<file path="src/rtl/user_code_loader_if.sv">
// user_code_loader_if: byte-stream load handshake plus instruction fetch
// read port for the user-code bank.
//   start      : one-cycle pulse, begins/restarts a load (master -> slave)
//   byte_in    : stream byte (master -> slave)
//   byte_valid : byte_in valid (master -> slave)
//   byte_ready : loader accepts a byte this cycle (slave -> master)
//   rd_addr    : fetch address (master -> slave)
//   rd_data    : instruction word at rd_addr, combinational (slave -> master)
interface user_code_loader_if #(
  parameter int ADDR_W = 4
);
  logic              start;
  logic [7:0]        byte_in;
  logic              byte_valid;
  logic              byte_ready;
  logic [ADDR_W-1:0] rd_addr;
  logic [15:0]       rd_data;

  modport master (
    output start, byte_in, byte_valid, rd_addr,
    input  byte_ready, rd_data
  );

  modport slave (
    input  start, byte_in, byte_valid, rd_addr,
    output byte_ready, rd_data
  );
endinterface

</file>
<file path="src/rtl/user_code_loader.sv">
// user_code_loader: writable user-code instruction bank. Assembles 16-bit
// words from a high-byte-first byte stream, writes word k to address k,
// and verifies the load with a trailing XOR checksum byte.
//   clk          : system clock, rising edge
//   reset_n      : asynchronous active-low reset (clears bank to zero)
//   bus          : stream handshake and asynchronous read port (slave side)
//   loading      : load in progress
//   done         : load finished with matching checksum (sticky)
//   error        : load finished with bad checksum (sticky)
//   words_loaded : words written during the current load
module user_code_loader #(
  parameter int WORDS  = 16,
  parameter int ADDR_W = 4
) (
  input  logic              clk,
  input  logic              reset_n,
  user_code_loader_if.slave bus,
  output logic              loading,
  output logic              done,
  output logic              error,
  output logic [ADDR_W:0]   words_loaded
);

  typedef enum logic [1:0] {IDLE, HI, LO, CHK} state_t;

  state_t            state, state_nxt;
  logic [15:0]       mem [WORDS];
  logic [ADDR_W-1:0] wptr;
  logic [7:0]        hi_reg;
  logic [7:0]        chk;
  logic              xfer;
  logic              last_word;

  assign xfer      = bus.byte_valid & bus.byte_ready;
  assign last_word = (wptr == ADDR_W'(WORDS - 1));

  always_ff @(posedge clk or negedge reset_n) begin
    if (!reset_n) state <= IDLE;
    else          state <= state_nxt;
  end

  always_comb begin
    state_nxt      = state;
    bus.byte_ready = 1'b0;
    loading        = 1'b0;
    case (state)
      IDLE: ;
      HI: begin
        bus.byte_ready = 1'b1;
        loading        = 1'b1;
        if (xfer) state_nxt = LO;
      end
      LO: begin
        bus.byte_ready = 1'b1;
        loading        = 1'b1;
        if (xfer) state_nxt = last_word ? CHK : HI;
      end
      CHK: begin
        bus.byte_ready = 1'b1;
        loading        = 1'b1;
        if (xfer) state_nxt = IDLE;
      end
      default: state_nxt = IDLE;
    endcase
    // start overrides any byte transfer in the same cycle
    if (bus.start) state_nxt = HI;
  end

  always_ff @(posedge clk or negedge reset_n) begin
    if (!reset_n) begin
      mem          <= '{default: '0};
      wptr         <= '0;
      hi_reg       <= '0;
      chk          <= '0;
      done         <= 1'b0;
      error        <= 1'b0;
      words_loaded <= '0;
    end else if (bus.start) begin
      wptr         <= '0;
      chk          <= '0;
      done         <= 1'b0;
      error        <= 1'b0;
      words_loaded <= '0;
    end else if (xfer) begin
      case (state)
        HI: begin
          hi_reg <= bus.byte_in;
          chk    <= chk ^ bus.byte_in;
        end
        LO: begin
          mem[wptr]    <= {hi_reg, bus.byte_in};
          chk          <= chk ^ bus.byte_in;
          wptr         <= wptr + 1'b1;
          words_loaded <= words_loaded + 1'b1;
        end
        CHK: begin
          if (bus.byte_in == chk) done  <= 1'b1;
          else                    error <= 1'b1;
        end
        default: ;
      endcase
    end
  end

  assign bus.rd_data = mem[bus.rd_addr];

endmodule

</file>
<file path="src/flat_wrapper.sv">
// flat-port wrapper written by rule: the top's interface ports become plain ports
module user_code_loader_flat 
#(
  parameter int WORDS  = 16,
  parameter int ADDR_W = 4
)
  (clk, reset_n, loading, done, error, words_loaded, bus_start, bus_byte_in, bus_byte_valid, bus_rd_addr, bus_byte_ready, bus_rd_data);
  user_code_loader_if #(.ADDR_W(ADDR_W)) bus_i ();
  input  logic clk;
  input  logic reset_n;
  output logic loading;
  output logic done;
  output logic error;
  output logic [ADDR_W:0] words_loaded;
  input wire logic [$bits(bus_i.start)-1:0] bus_start;
  input wire logic [$bits(bus_i.byte_in)-1:0] bus_byte_in;
  input wire logic [$bits(bus_i.byte_valid)-1:0] bus_byte_valid;
  input wire logic [$bits(bus_i.rd_addr)-1:0] bus_rd_addr;
  output wire logic [$bits(bus_i.byte_ready)-1:0] bus_byte_ready;
  output wire logic [$bits(bus_i.rd_data)-1:0] bus_rd_data;
  assign bus_i.start = bus_start;
  assign bus_i.byte_in = bus_byte_in;
  assign bus_i.byte_valid = bus_byte_valid;
  assign bus_i.rd_addr = bus_rd_addr;
  assign bus_byte_ready = bus_i.byte_ready;
  assign bus_rd_data = bus_i.rd_data;
  user_code_loader #(.WORDS(WORDS), .ADDR_W(ADDR_W)) u_core (.clk(clk), .reset_n(reset_n), .bus(bus_i), .loading(loading), .done(done), .error(error), .words_loaded(words_loaded));
endmodule
</file>
<file path="config.mk">
export PLATFORM = sky130hd
export DESIGN_NAME = user_code_loader_flat
export DESIGN_NICKNAME = d
export VERILOG_FILES = /design/src/rtl/user_code_loader_if.sv /design/src/rtl/user_code_loader.sv /design/src/flat_wrapper.sv
export SDC_FILE = /design/constraint.sdc
export NUM_CORES = 1
export LEC_CHECK = 0
export BUFFER_PORTS_ARGS = -buffer_cell sky130_fd_sc_hd__buf_4
export CORE_MARGIN = 3
export CORE_UTILIZATION = 30
export DETAILED_ROUTE_END_ITERATION = 10
export PLACE_DENSITY_LB_ADDON = 0.2
export SLEW_MARGIN = 20
export SYNTH_ARGS = -nofsm -noshare
export SYNTH_HDL_FRONTEND = slang
export SYNTH_SLANG_ARGS = --single-unit
</file>
<file path="constraint.sdc">
create_clock -name clk -period 2.4 [get_ports clk]
set_input_delay 0.12 -clock clk [delete_from_list [all_inputs] [get_ports clk]]
set_output_delay 0.12 -clock clk [all_outputs]
set_load 0.01 [all_outputs]
</file>
# After elaboration in Yosys (flattened, before gate mapping)
# Index checks and enable logic that the tools add are counted.
# classes
eq_ne,9
add_sub_neg,2
magnitude_cmp,3
bitwise,5
n_reduce_logical,16
mux,30
# op_table
op,count
$bwmux W256,1
$bmux W16 S4,1
$demux W16 S4,1
$mux W16,3
$mux W8,3
$mux W5,3
$mux W4,3
$reduce_and A3 Y1,4
$ge A5 B5 Y1 const B,2
$mux W2,5
$not A4 Y5,2
$reduce_bool A2 Y1,5
$mux W1,9
$ne A3 B2 Y1 const B,3
$eq A8 B8 Y1,1
$xor A8 B8 Y8,1
$pmux W2 S3,1
$add A5 B1 Y5 const B,1
$lt A5 B1 Y1 const B,1
$add A4 B1 Y4 const B,1
$eq A2 B2 Y1 const B,2
$eq A4 B4 Y1 const B,1
$reduce_and A2 Y1,2
$reduce_and A4 Y1,1
other kinds (8),8
# totals
elab_cells,88
output_inout_bits,25
ff_bits,285
input_bits,16

# Logic depth before layout (Yosys ltp)
# depth
depth_word,7
mapped_depth,8
ltp_nobuf,6

# Worst setup path before layout
# No wires, ideal clock.
# synth_timing
path_kind,flip-flop to flip-flop
startpoint,register u_core.state[0]
endpoint,register u_core.mem[85] in the netlist's numbering
stages_incl_launch_ff,9
arrival_ps,1789
path_buffers,2
required_ps,2275
setup_time_ps,125
synth_period_minus_slack_ps,1914
slack_ps,486
cell_sequence,dfrtp_1 > inv_1 > ha_1 > and3b_2 > and3_1 > buf_4 > nand2_4 > buf_6 > mux2_4
# synth_between
elab_chain_cells,5
word_cells_on_any_way,7
cone_classes,eq/ne: 3; mux: 1; bitwise: 1; reduce/logical: 2
# synth_rtl
element,line,rtl
start: declaration,user_code_loader.sv:26,"state_t state, state_nxt;"
start signal: assignment,user_code_loader.sv:39,else state <= state_nxt;
"$eq A2 B1 Y1, or another cell as far along",user_code_loader.sv:46,case (state)
$reduce_or A3 Y1 (no line),-,
$mux W1,user_code_loader.sv:46,
$and A1 B1 Y1,user_code_loader.sv:34,assign xfer = bus.byte_valid & bus.byte_ready;
$reduce_and A3 Y1 (no line) (*),-,
end signal: indexed assignment,user_code_loader.sv:91,"mem[wptr] <= {hi_reg, bus.byte_in};"
end: declaration,user_code_loader.sv:27,logic [15:0] mem [WORDS];
# Every way passes the cells marked *; elsewhere a longest branch is shown, timed or not.
# A chain may end at the register's enable or synchronous reset.

# Final worst setup path
# layout_timing
startpoint,register u_core.state[0]
endpoint,register u_core.mem[234] in the netlist's numbering
# Same word-level chain as after synthesis.

==> Implementation_results.wiki <==
{| class="wikitable"
! Metric !! Value
|-
| Summed instance area of the synthesized netlist || 0.0137 sq mm
|-
| Fraction of layout cells with a size suffix above 1 || 0.514
|-
| Peak supply drop || 0.423 mV
|-
| Largest net degree at the start of global routing || 71
|-
| Minimum clock period after layout || 2.27 ns
|-
| Sequential-to-total area share from yosys stat || 0.520
|-
| Final number of setup-violating endpoints || 0
|-
| Hold-critical path endpoint || u_core.chk[0]
|-
| Number of H-tree levels || 2
|-
| Post-Syn Instances || 851
|-
| Residual DRC || 0
|-
| Element type at the critical path start || flop
|-
| Ant. Diodes || 0
|-
| Post-route clock skew || 0.0132 ns
|-
| Antenna Violating Nets Remaining || 0
|-
| Clock Path Buffers || 3
|-
| Half-perimeter wire length after placement || 20000 um
|-
| Placer Congestion || 0.713
|-
| Worst Reg2Reg Path Length in Cells || 6
|-
| Syn nets || 876
|-
| Leading cell type in the layout, fill and taps excluded || sky130_fd_sc_hd__dfrtp_1
|-
| Die outline width || 220 um
|-
| Number of max-slew violations in the final report || 0
|-
| Port buffer count || 40
|-
| Y dimension of the die || 220 um
|-
| Most common flop cell mapped by yosys || sky130_fd_sc_hd__dfrtp_1
|-
| Post-cts resize count || 0
|-
| Async set-or-reset flop fraction in the synthesized netlist || 1.00
|-
| Placeable core region || 0.0447 sq mm
|-
| DR pass1 iterations || 4
|-
| Kind of end point of the critical path || flop
|-
| Relative max-transition margin || 0.374
|-
| Synthesized flop and latch total || 285
|-
| Global-route total usage across every layer || 0.141
|-
| Number of enable-type register cells in the synthesized netlist || 0
|-
| Post-layout power || 11.6 mW
|-
| Fill cell total of the finished layout || 4335
|-
| Total clock buffers created by CTS || 34
|-
| Worst min-delay path startpoint || bus_byte_in[0]
|-
| DRT iter0 DRCs || 538
|-
| Non-filler instance count after layout || 1496
|-
| Kind of path behind the tightest hold check || input port to flop
|-
| Arrival time of data at the critical path endpoint || 2.67 ns
|-
| Number of antenna violations at the first check in global routing || 0
|-
| Setup tns final || 0 ns
|-
| Num rows || 77
|-
| Number of vias per cell after detailed routing || 4.71
|-
| IO Pins || 41
|-
| TritonCTS clock tree || built
|-
| Req. time, crit path || 2.79 ns
|-
| Peak Freq || 0.440 GHz
|-
| Count of vias placed by the detailed router || 7053
|-
| Fin area || 0.0158 sq mm
|-
| Clock latency of the later-clocked register in the worst-skew pair || 0.52 ns
|-
| Initial Utilization || 0.307
|-
| Commonest non-fill, non-tap cells in the layout || 285 x sky130_fd_sc_hd__dfrtp_1, 154 x sky130_fd_sc_hd__mux2_4, 110 x sky130_fd_sc_hd__mux2_2, 64 x sky130_fd_sc_hd__mux4_2, 57 x sky130_fd_sc_hd__buf_4
|-
| Relative area change from synthesis to final layout || 15.0%
|-
| Placed cell areas || 0.0146 sq mm
|-
| Crit path max fanout || 16
|-
| Routed WL || 32500 um
|-
| Worst-path clk slew || 0.07 ns
|-
| Clock root buffer || sky130_fd_sc_hd__clkbuf_16
|-
| Cell depth of the worst hold path || 4
|-
| Overall die area || 0.0483 sq mm
|-
| WL per Instance || 21.7 um
|-
| Number of endpoints with negative hold slack in the final report || 0
|-
| Share of the cycle needed by the critical path after routing || 0.947
|-
| Launch point of the worst reg-to-reg path || u_core.state[0]
|-
| Global-route wire length before repair || 51400 um
|-
| Power per cell area || 735 mW/mm^2
|-
| Number of distinct library cells after synthesis || 35
|-
| Number of clock sinks seen by CTS || 285
|-
| Cell count after placement || 1434
|-
| Worst Path Class, Setup || flop to flop
|-
| Outcome || finished clean
|-
| Max cap viols || 0
|-
| Transition time at the pin with the least slew margin || 0.935 ns
|-
| Flip-flop count of the largest register after layout || 256
|-
| RSZ-0062 raised after global routing || no
|-
| Via count of the first global-routing pass || 7899
|-
| Synth Area per Inst || 16.1 sq um
|-
| Layout Nets || 905
|-
| Worst reg2reg endpoint || u_core.mem[234]
|-
| Pleak || 8.06 nW
|-
| R2R Setup Slk || 0.13 ns
|-
| Global-route congestion overflow total || 0
|-
| Yosys warns || 0
|}
[final cells by class]
class | instances | area (sq um) | area share
flip-flops and latches | 285 | 7130 | 0.452
multi-input cells | 485 | 6110 | 0.388
clock buffers | 58 | 1140 | 0.0726
well taps | 592 | 741 | 0.0470
repair buffers | 67 | 603 | 0.0382
inverters | 7 | 26.3 | 0.00167
clock inverters | 2 | 10.0 | 0.000635
[cells in the mapped netlist, types with 3 or more instances]
cell | n | area (sq um)
sky130_fd_sc_hd__nand2_1 | 26 | 97.6
sky130_fd_sc_hd__dfrtp_1 | 285 | 7130
sky130_fd_sc_hd__ha_1 | 9 | 113
sky130_fd_sc_hd__xor2_1 | 13 | 114
sky130_fd_sc_hd__inv_1 | 7 | 26.3
sky130_fd_sc_hd__a22oi_1 | 32 | 240
sky130_fd_sc_hd__xnor2_1 | 10 | 87.6
sky130_fd_sc_hd__buf_2 | 12 | 60.1
sky130_fd_sc_hd__buf_1 | 3 | 11.3
sky130_fd_sc_hd__buf_6 | 19 | 214
sky130_fd_sc_hd__nand2_4 | 16 | 180
sky130_fd_sc_hd__mux2_4 | 154 | 2310
sky130_fd_sc_hd__mux4_2 | 64 | 1440
sky130_fd_sc_hd__clkbuf_1 | 37 | 139
sky130_fd_sc_hd__nor2b_1 | 5 | 31.3
sky130_fd_sc_hd__nor2_1 | 21 | 78.8
sky130_fd_sc_hd__nand4_1 | 5 | 31.3
sky130_fd_sc_hd__and3_1 | 5 | 31.3
sky130_fd_sc_hd__mux2_2 | 110 | 1240
[worst max-delay path, stage by stage, from the launching register on]
cell	delay, ns
sky130_fd_sc_hd__dfrtp_1	0.39
sky130_fd_sc_hd__inv_1	0.08
sky130_fd_sc_hd__ha_1	0.23
sky130_fd_sc_hd__and3b_2	0.27
sky130_fd_sc_hd__and3_1	0.42
sky130_fd_sc_hd__nand2_4	0.34
sky130_fd_sc_hd__mux2_4	0.39
[worst max-delay path by stage]
stage / startpoint / end / depth (start not counted)
after floorplan: u_core.state[0] / u_core.mem[85] / 8
after global placement: u_core.state[0] / u_core.mem[57] / 6
after detailed placement: u_core.state[0] / u_core.mem[61] / 6
after CTS: u_core.state[0] / u_core.mem[58] / 6
after global routing: u_core.state[0] / u_core.mem[233] / 6
final: u_core.state[0] / u_core.mem[234] / 6
[power breakdown]
part | switching (mW) | internal [mW] | leakage, nW
registers | 0.446 | 5.01 | 3.95
clock network | 2.04 | 3.23 | 0.573
logic | 0.419 | 0.440 | 3.54
total | 2.90 | 8.68 | 8.06
[layer usage]
layer	share of wire	vias up	global-route usage
met5	0	-	0
met4	0.016	0	0.0298
met3	0.027	31	0.0234
met2	0.45	81	0.217
met1	0.50	3772	0.208
li1	-	3169	-
[repair_timing]
| item | in CTS | in global routing |
|---|---|---|
| hold endpoints to repair | 235 | 0 |
| setup buffers | 0 | 0 |
| endpoints found under the setup margin | 0 | 0 |
| hold buffers | 2 | 0 |
[per-stage QoR]
stage	hold WS, ns	worst slack [ns]	util
final	0.0565	0.128	0.353
after global routing	0.0584	0.0182	0.353
after CTS	0.0392	0.112	0.353
after detailed placement	0.0748	0.127	0.326
after global placement	0.0740	0.148	0.326
after floorplan	-0.176	0.486	-
[logic make-up (layout without fill, tap and decap cells)]
logic type	Yosys count	in the layout	share of synthesized area
multiplexers	329	329	0.365
flip-flops	285	285	0.520
AND/OR/NAND/NOR	84	84	0.0360
buffers and inverters	81	134	0.0343
AO/OA/AOI/OAI	40	40	0.0218
XOR/XNOR	23	23	0.0147
adder cells (fa/ha/maj)	9	9	0.00821
Note: power is estimated with default switching activity, not from simulation.
